===== src/rtl/inst_prefetch_queue_pkg.sv =====
// Shared definitions for the instruction prefetch queue.
// Contents: XLEN / ILEN widths, word-align mask, prefetch FSM state
// encoding, and the queue entry layout {pc, instr}.
package inst_prefetch_queue_pkg;

  localparam int XLEN = 32;
  localparam int ILEN = 32;
  localparam logic [XLEN-1:0] WORD_MASK = 32'hFFFF_FFFC;

  // IDLE: no request; REQ: request whose data is kept;
  // DRAIN: request still outstanding but its data is discarded.
  typedef enum logic [1:0] {
    S_IDLE  = 2'd0,
    S_REQ   = 2'd1,
    S_DRAIN = 2'd2
  } pf_state_e;

  typedef struct packed {
    logic [XLEN-1:0] pc;
    logic [ILEN-1:0] instr;
  } pf_entry_t;

endpackage


===== src/rtl/inst_fifo.sv =====
// Synchronous FIFO holding fetched {pc, instr} pairs.
// Ports:
//   clk, rst        clock, synchronous active-high reset
//   push, push_data write an entry at the tail
//   pop             remove the head entry
//   flush           empty the queue (wins over push and pop)
//   head, valid     head entry and non-empty flag (from state only)
//   count           current occupancy 0..DEPTH
// DEPTH must be a power of two so the pointers wrap naturally.
module inst_fifo
  import inst_prefetch_queue_pkg::*;
#(
  parameter int DEPTH = 4,
  localparam int AW = $clog2(DEPTH),
  localparam int CW = AW + 1
) (
  input  logic          clk,
  input  logic          rst,
  input  logic          push,
  input  pf_entry_t     push_data,
  input  logic          pop,
  input  logic          flush,
  output pf_entry_t     head,
  output logic          valid,
  output logic [CW-1:0] count
);

  pf_entry_t     mem [DEPTH];
  logic [AW-1:0] rd_ptr, wr_ptr;
  logic          do_push, do_pop;

  assign do_pop  = pop & (count != '0) & ~flush;
  // A push into a full queue is accepted only if the head leaves the same cycle.
  assign do_push = push & ~flush & ((count != CW'(DEPTH)) | do_pop);

  always_ff @(posedge clk) begin
    if (do_push) mem[wr_ptr] <= push_data;
  end

  always_ff @(posedge clk) begin
    if (rst || flush) begin
      rd_ptr <= '0;
      wr_ptr <= '0;
      count  <= '0;
    end else begin
      if (do_push) wr_ptr <= wr_ptr + 1'b1;
      if (do_pop)  rd_ptr <= rd_ptr + 1'b1;
      count <= count + CW'(do_push) - CW'(do_pop);
    end
  end

  assign head  = mem[rd_ptr];
  assign valid = (count != '0);

endmodule


===== src/rtl/inst_prefetch_queue.sv =====
// Instruction prefetch unit in front of the F/D pipeline register.
// Fetches sequential words over a req/ack handshake, buffers them with
// their PCs, and presents one instruction per cycle. An execute-stage
// redirect flushes the queue and discards any in-flight fetch.
// Ports:
//   clk, rst                       clock, synchronous active-high reset
//   mem_req/mem_addr/mem_ack/mem_rdata  instruction memory handshake
//   redirect, redirect_pc          taken branch/jump and its target
//   stall                          F/D hold, blocks dequeue
//   valid_out, instr_out, pc_out, pc_plus4_out  head of queue (0 when empty)
// Optional macro PREFETCH_PERF_EN adds saturating counters
//   perf_empty_cycles and perf_discards.
// RESET_PC is expected to be word aligned.
module inst_prefetch_queue
  import inst_prefetch_queue_pkg::*;
#(
  parameter int              DEPTH    = 4,
  parameter logic [XLEN-1:0] RESET_PC = 32'h0000_0000
) (
  input  logic            clk,
  input  logic            rst,
  output logic            mem_req,
  output logic [XLEN-1:0] mem_addr,
  input  logic            mem_ack,
  input  logic [ILEN-1:0] mem_rdata,
  input  logic            redirect,
  input  logic [XLEN-1:0] redirect_pc,
  input  logic            stall,
  output logic            valid_out,
  output logic [ILEN-1:0] instr_out,
  output logic [XLEN-1:0] pc_out,
  output logic [XLEN-1:0] pc_plus4_out
`ifdef PREFETCH_PERF_EN
  ,
  output logic [31:0]     perf_empty_cycles,
  output logic [31:0]     perf_discards
`endif
);

  localparam int CW = $clog2(DEPTH) + 1;

  pf_state_e       state, state_n;
  logic [XLEN-1:0] fetch_pc, fetch_pc_n, addr_q, addr_n, tgt;
  logic [CW-1:0]   count, cnt_n;
  logic            xfer, push, pop, space;
  pf_entry_t       head;

  assign tgt     = redirect_pc & WORD_MASK;
  assign xfer    = mem_req & mem_ack;
  assign mem_req = (state != S_IDLE);
  assign mem_addr = addr_q;

  // Redirect beats both push and pop in the same cycle.
  assign pop  = valid_out & ~stall & ~redirect;
  assign push = (state == S_REQ) & xfer & ~redirect;

  // Space is judged on the occupancy after this cycle's push/pop/flush.
  assign cnt_n = redirect ? '0 : (count - CW'(pop) + CW'(push));
  assign space = (cnt_n < CW'(DEPTH));

  inst_fifo #(.DEPTH(DEPTH)) u_fifo (
    .clk       (clk),
    .rst       (rst),
    .push      (push),
    .push_data ('{pc: addr_q, instr: mem_rdata}),
    .pop       (pop),
    .flush     (redirect),
    .head      (head),
    .valid     (valid_out),
    .count     (count)
  );

  always_ff @(posedge clk) begin
    if (rst) begin
      state    <= S_IDLE;
      fetch_pc <= RESET_PC;
      addr_q   <= RESET_PC;
    end else begin
      state    <= state_n;
      fetch_pc <= fetch_pc_n;
      addr_q   <= addr_n;
    end
  end

  // While in REQ, fetch_pc tracks the address in flight; in IDLE/DRAIN it
  // holds the next address to request.
  always_comb begin
    state_n    = state;
    fetch_pc_n = fetch_pc;
    addr_n     = addr_q;
    case (state)
      S_IDLE: begin
        if (redirect) begin
          state_n    = S_REQ;
          fetch_pc_n = tgt;
          addr_n     = tgt;
        end else if (space) begin
          state_n = S_REQ;
          addr_n  = fetch_pc;
        end
      end
      S_REQ: begin
        if (xfer && redirect) begin
          fetch_pc_n = tgt;
          addr_n     = tgt;
        end else if (xfer) begin
          fetch_pc_n = addr_q + 32'd4;
          if (space) addr_n = addr_q + 32'd4;
          else       state_n = S_IDLE;
        end else if (redirect) begin
          // Address must stay stable until the pending ack arrives.
          state_n    = S_DRAIN;
          fetch_pc_n = tgt;
        end
      end
      S_DRAIN: begin
        if (xfer) begin
          state_n    = S_REQ;
          fetch_pc_n = redirect ? tgt : fetch_pc;
          addr_n     = redirect ? tgt : fetch_pc;
        end else if (redirect) begin
          fetch_pc_n = tgt;
        end
      end
      default: state_n = S_IDLE;
    endcase
  end

  assign instr_out    = valid_out ? head.instr : '0;
  assign pc_out       = valid_out ? head.pc : '0;
  assign pc_plus4_out = valid_out ? (head.pc + 32'd4) : '0;

`ifdef PREFETCH_PERF_EN
  logic        drop;
  logic [32:0] disc_sum;

  assign drop     = xfer & (((state == S_REQ) & redirect) | (state == S_DRAIN));
  assign disc_sum = {1'b0, perf_discards} + 33'(drop) + (redirect ? 33'(count) : 33'd0);

  always_ff @(posedge clk) begin
    if (rst) begin
      perf_empty_cycles <= '0;
      perf_discards     <= '0;
    end else begin
      if (!valid_out && (perf_empty_cycles != '1))
        perf_empty_cycles <= perf_empty_cycles + 32'd1;
      perf_discards <= disc_sum[32] ? '1 : disc_sum[31:0];
    end
  end
`endif

endmodule


===== config.mk =====
export PLATFORM = sky130hd
export DESIGN_NAME = inst_prefetch_queue
export DESIGN_NICKNAME = d
export VERILOG_FILES = /design/src/rtl/inst_prefetch_queue_pkg.sv /design/src/rtl/inst_fifo.sv /design/src/rtl/inst_prefetch_queue.sv
export SDC_FILE = /design/constraint.sdc
export NUM_CORES = 1
export LEC_CHECK = 0
export BUFFER_PORTS_ARGS = -buffer_cell sky130_fd_sc_hd__buf_2
export CAP_MARGIN = 10
export CORE_ASPECT_RATIO = 0.8
export CORE_MARGIN = 4
export CORE_UTILIZATION = 53
export DETAILED_ROUTE_END_ITERATION = 8
export PLACE_DENSITY = 0.77
export REMOVE_ABC_BUFFERS = 1
export SYNTH_ARGS = -nofsm -noshare
export SYNTH_HDL_FRONTEND = slang
export SYNTH_HIERARCHICAL = 1
export SYNTH_SLANG_ARGS = --single-unit
export TNS_END_PERCENT = 50

===== constraint.sdc =====
create_clock -name clk -period 3.8 [get_ports clk]
set_input_delay 0.38 -clock clk [delete_from_list [all_inputs] [get_ports clk]]
set_output_delay 0.38 -clock clk [all_outputs]
set_load 0.01 [all_outputs]

==> results.py <==
metrics = {
    "pwr": {
        "total_power_uw": 7730,
        "worst_ir_drop_vdd_mv": 0.336,
        "leakage_uw": 0.00655,
        "powerDensity_nw_per_um2": 432,
    },
    "worst_setup_path": {
        "required_ns": 3.42,
        "arrival_ns": 3.17,
        "criticalPathCategory": "flip-flop to output port",
        "start_kind": "flip-flop",
        "endpoint_kind": "output port",
        "path_cells": "mux4_2, and4_1, and3_1, nand4_1, or3_1, a21boi_0, buf_2",
        "path_buf_inv": 1,
        "max_stage_delay_ns": 0.53,
        "slowest_stage": "dfxtp_4",
        "worstPathMaxFanout": 13,
        "cp_top_family": "simple AND/OR/NAND/NOR gates",
    },
    "clock_tree": {
        "cts_sinks": 331,
        "clock_latency_ns": 0.58,
        "clk_pin_slew_ns": 0.06,
        "h-tree-depth": 1,
        "cts_max_path_buffers": 3,
        "cts_tree": "yes",
        "cts_root_buf": "clkbuf_16",
        "cts-buffers-inserted": 31,
    },
    "sta": {
        "finalSetupViolCount": 0,
        "rsz0062_at_grt": "no",
        "tns_ns": 0,
        "period_share_pct": 93.3,
        "fmaxAchievable_ghz": 0.282,
        "finalCriticalPeriod_ns": 3.55,
        "max-slew-margin-rel_pct": 28.5,
        "fin_ws_ns": 0.254,
        "final-hold-violation-count": 0,
        "drv_slew": 0,
        "whs_ns": 0.0206,
        "worst-slew-pin-transition_ns": 1.07,
        "fin_worst_skew_ns": 0.0121,
    },
    "place": {
        "gp_congestion": 0.865,
        "io_buffers": 196,
        "dp_slack_ns": 0.417,
        "dp_hpwl_um": 25800,
    },
    "layout": {
        "syn_to_final_growth_pct": 16.0,
        "drive_gt1_share_pct": 26.5,
        "layout_common_cells": "256 x edfxtp_1, 196 x buf_2, 97 x and2_1",
        "fin_nets": 1453,
        "nFillCells": 2177,
        "final_common_cell": "edfxtp_1",
    },
    "drt": {
        "drtIter0Drc": 1115,
        "routed_wl_um": 39200,
        "vias": 10800,
        "ant_nets": 0,
        "drc": 0,
        "dr.pass1.iters": 6,
        "wl_per_cell_um": 22.1,
        "viasPerCell": 6.08,
    },
    "synth": {
        "synth.avg_cell_area_um2": 13.1,
        "yosys_most_used_dff": "edfxtp_1",
        "ys_ff_latch": 331,
        "yosysSeqAreaShare_pct": 59.6,
        "synth_cell_type_count": 77,
        "synth_warnings": 6,
        "syn_area_um2": 15400,
        "ys_async_sr_fraction_pct": 0,
        "synth_edf_count": 256,
        "synthCells": 1176,
    },
    "global_route": {
        "grt_max_degree": 96,
        "grt_busiest_layer": "met2",
        "grt_pass1_wl_um": 60700,
        "overflow": 0,
        "grtUsageMet3_pct": 3.96,
        "met2_usage_pct": 38.5,
        "grt_pass1_vias": 10600,
        "grt_use_total_pct": 24.0,
        "met1_usage_pct": 35.1,
        "antenna_found_initial": 1,
    },
    "floorplan": {
        "die_y_um": 161,
        "ios": 199,
        "die_x_um": 199,
        "core-area_um2": 28500,
        "start_util_pct": 54.1,
        "dieArea_um2": 31900,
        "floorplan.rows": 55,
    },
    "status": {
        "outcome": "finished clean",
    },
    "min_path": {
        "hold_path_class": "input pin to flip-flop",
    },
    "run": {
        "drv_cap": 0,
    },
}
## area by class of cell
type,instances,area (um2),share of cell area [%]
flip-flops and latches,331,9200,51.4
inverters,25,93.8,0.525
clock inverters,18,176,0.987
multi-input cells,743,5730,32.1
clock buffers,40,820,4.58
repair buffers,241,1390,7.78
diodes,1,2.50,0.0140
well taps,370,463,2.59
## where the power goes
| part | internal [uW] | total, uW | switching, uW |
|---|---|---|---|
| logic | 229 | 588 | 359 |
| registers | 3980 | 4100 | 119 |
| clock network | 1730 | 3040 | 1310 |
## cell families (layout without fill, tap and decap cells)
kind of cell,Yosys count,after routing,share of synthesized area [%]
xor gates and xnor gates,56,56,3.18
other,0,1,0
muxes,77,77,10.3
adders and majority gates,11,11,0.942
DFF,331,331,59.6
and+or+nand+nor,395,395,13.7
buffers and inverters,102,324,3.35
AOI/OAI and AO/OA,204,204,8.91
## synthesized netlist by cell type, drive strengths merged (3+ instances only)
cell type / instances / area (um2)
edfxtp: 256 / 7690
and2: 102 / 638
nand2: 77 / 289
dfxtp: 75 / 1500
nor2: 69 / 259
mux4: 64 / 1460
clkbuf: 53 / 200
a21oi: 50 / 250
o21ai: 46 / 230
nor3: 34 / 175
xnor2: 34 / 298
nand3: 31 / 155
buf: 24 / 223
inv: 24 / 90.1
xor2: 22 / 193
o22ai: 16 / 100
a222oi: 15 / 150
nand4: 15 / 106
nor2b: 12 / 75.1
nor4: 12 / 103
and3: 11 / 68.8
mux2i: 11 / 110
ha: 10 / 125
a22oi: 8 / 60.1
nand2b: 8 / 50.1
or3: 8 / 50.1
a211oi: 7 / 52.6
o211ai: 7 / 52.6
a21boi: 6 / 45.1
a221oi: 5 / 43.8
a22o: 5 / 43.8
a31oi: 5 / 31.3
a221o: 4 / 40.0
nor3b: 4 / 40.0
o221ai: 4 / 35.0
or2: 4 / 25.0
and4: 3 / 26.3
o32a: 3 / 30.0
or4: 3 / 26.3
## registers in the layout, summed over array words and instances, names as in the netlist, named ones only
| register | cells |
|---|---|
| u_fifo/mem | 256 |
| fetch_pc | 32 |
| mem_addr | 32 |
| u_fifo/count | 3 |
| state | 2 |
| u_fifo/rd_ptr | 2 |
| u_fifo/wr_ptr | 2 |
## worst reg2reg max path, cell delays in order (launching register included)
cell	delay (ns)
dfxtp_1	0.51
nor3_2	0.15
inv_2	0.08
nor3b_1	0.48
nor4b_1	0.13
nor3b_2	0.18
buf_4	0.18
inv_1	0.06
ha_1	0.29
inv_1	0.06
ha_1	0.14
inv_1	0.06
fa_1	0.37
xnor2_1	0.22
xnor2_1	0.09
and2_1	0.16
## layer usage
| metal | part of all wire (%) | vias up |
|---|---|---|
| met1 | 42 | 5292 |
| met4 | 1.9 | 0 |
| met3 | 8.4 | 64 |
| li1 | - | 4886 |
| met2 | 48 | 520 |
| met5 | 0 | - |
## worst paths after layout
path / start / endpoint / slack [ns] / cells after the start
setup reg to reg: u_fifo/count[1] / u_fifo/count[2] / 0.55 / 15
setup / recovery: flip-flop / pc_plus4_out[26] / 0.25 / 7
hold reg to reg: u_fifo/rd_ptr[1] / flip-flop / 0.49 / 2
hold / removal: mem_rdata[25] / u_fifo/mem[1][25] / 0.02 / 1
## per-stage QoR
stage / utilization, % / instances / cell area [um2]
after floorplan: - / 1099 / 15000
after global placement: 59.0 / 1707 / 16800
after detailed placement: 59.0 / 1707 / 16800
after CTS: 62.7 / 1768 / 17900
after global routing: 62.7 / 1769 / 17900
final: 62.7 / 1769 / 17900
## timing repair
| item | 4_1_cts | 5_1_grt |
|---|---|---|
| buffers inserted | 2 | 0 |
| hold buffers | 1 | 0 |
| resized for setup | 1 | 3 |
| endpoints found under the hold margin | 3 | 0 |
| setup endpoints to repair | 9 | 5 |
No activity file was read; power rests on OpenSTA's default activity.
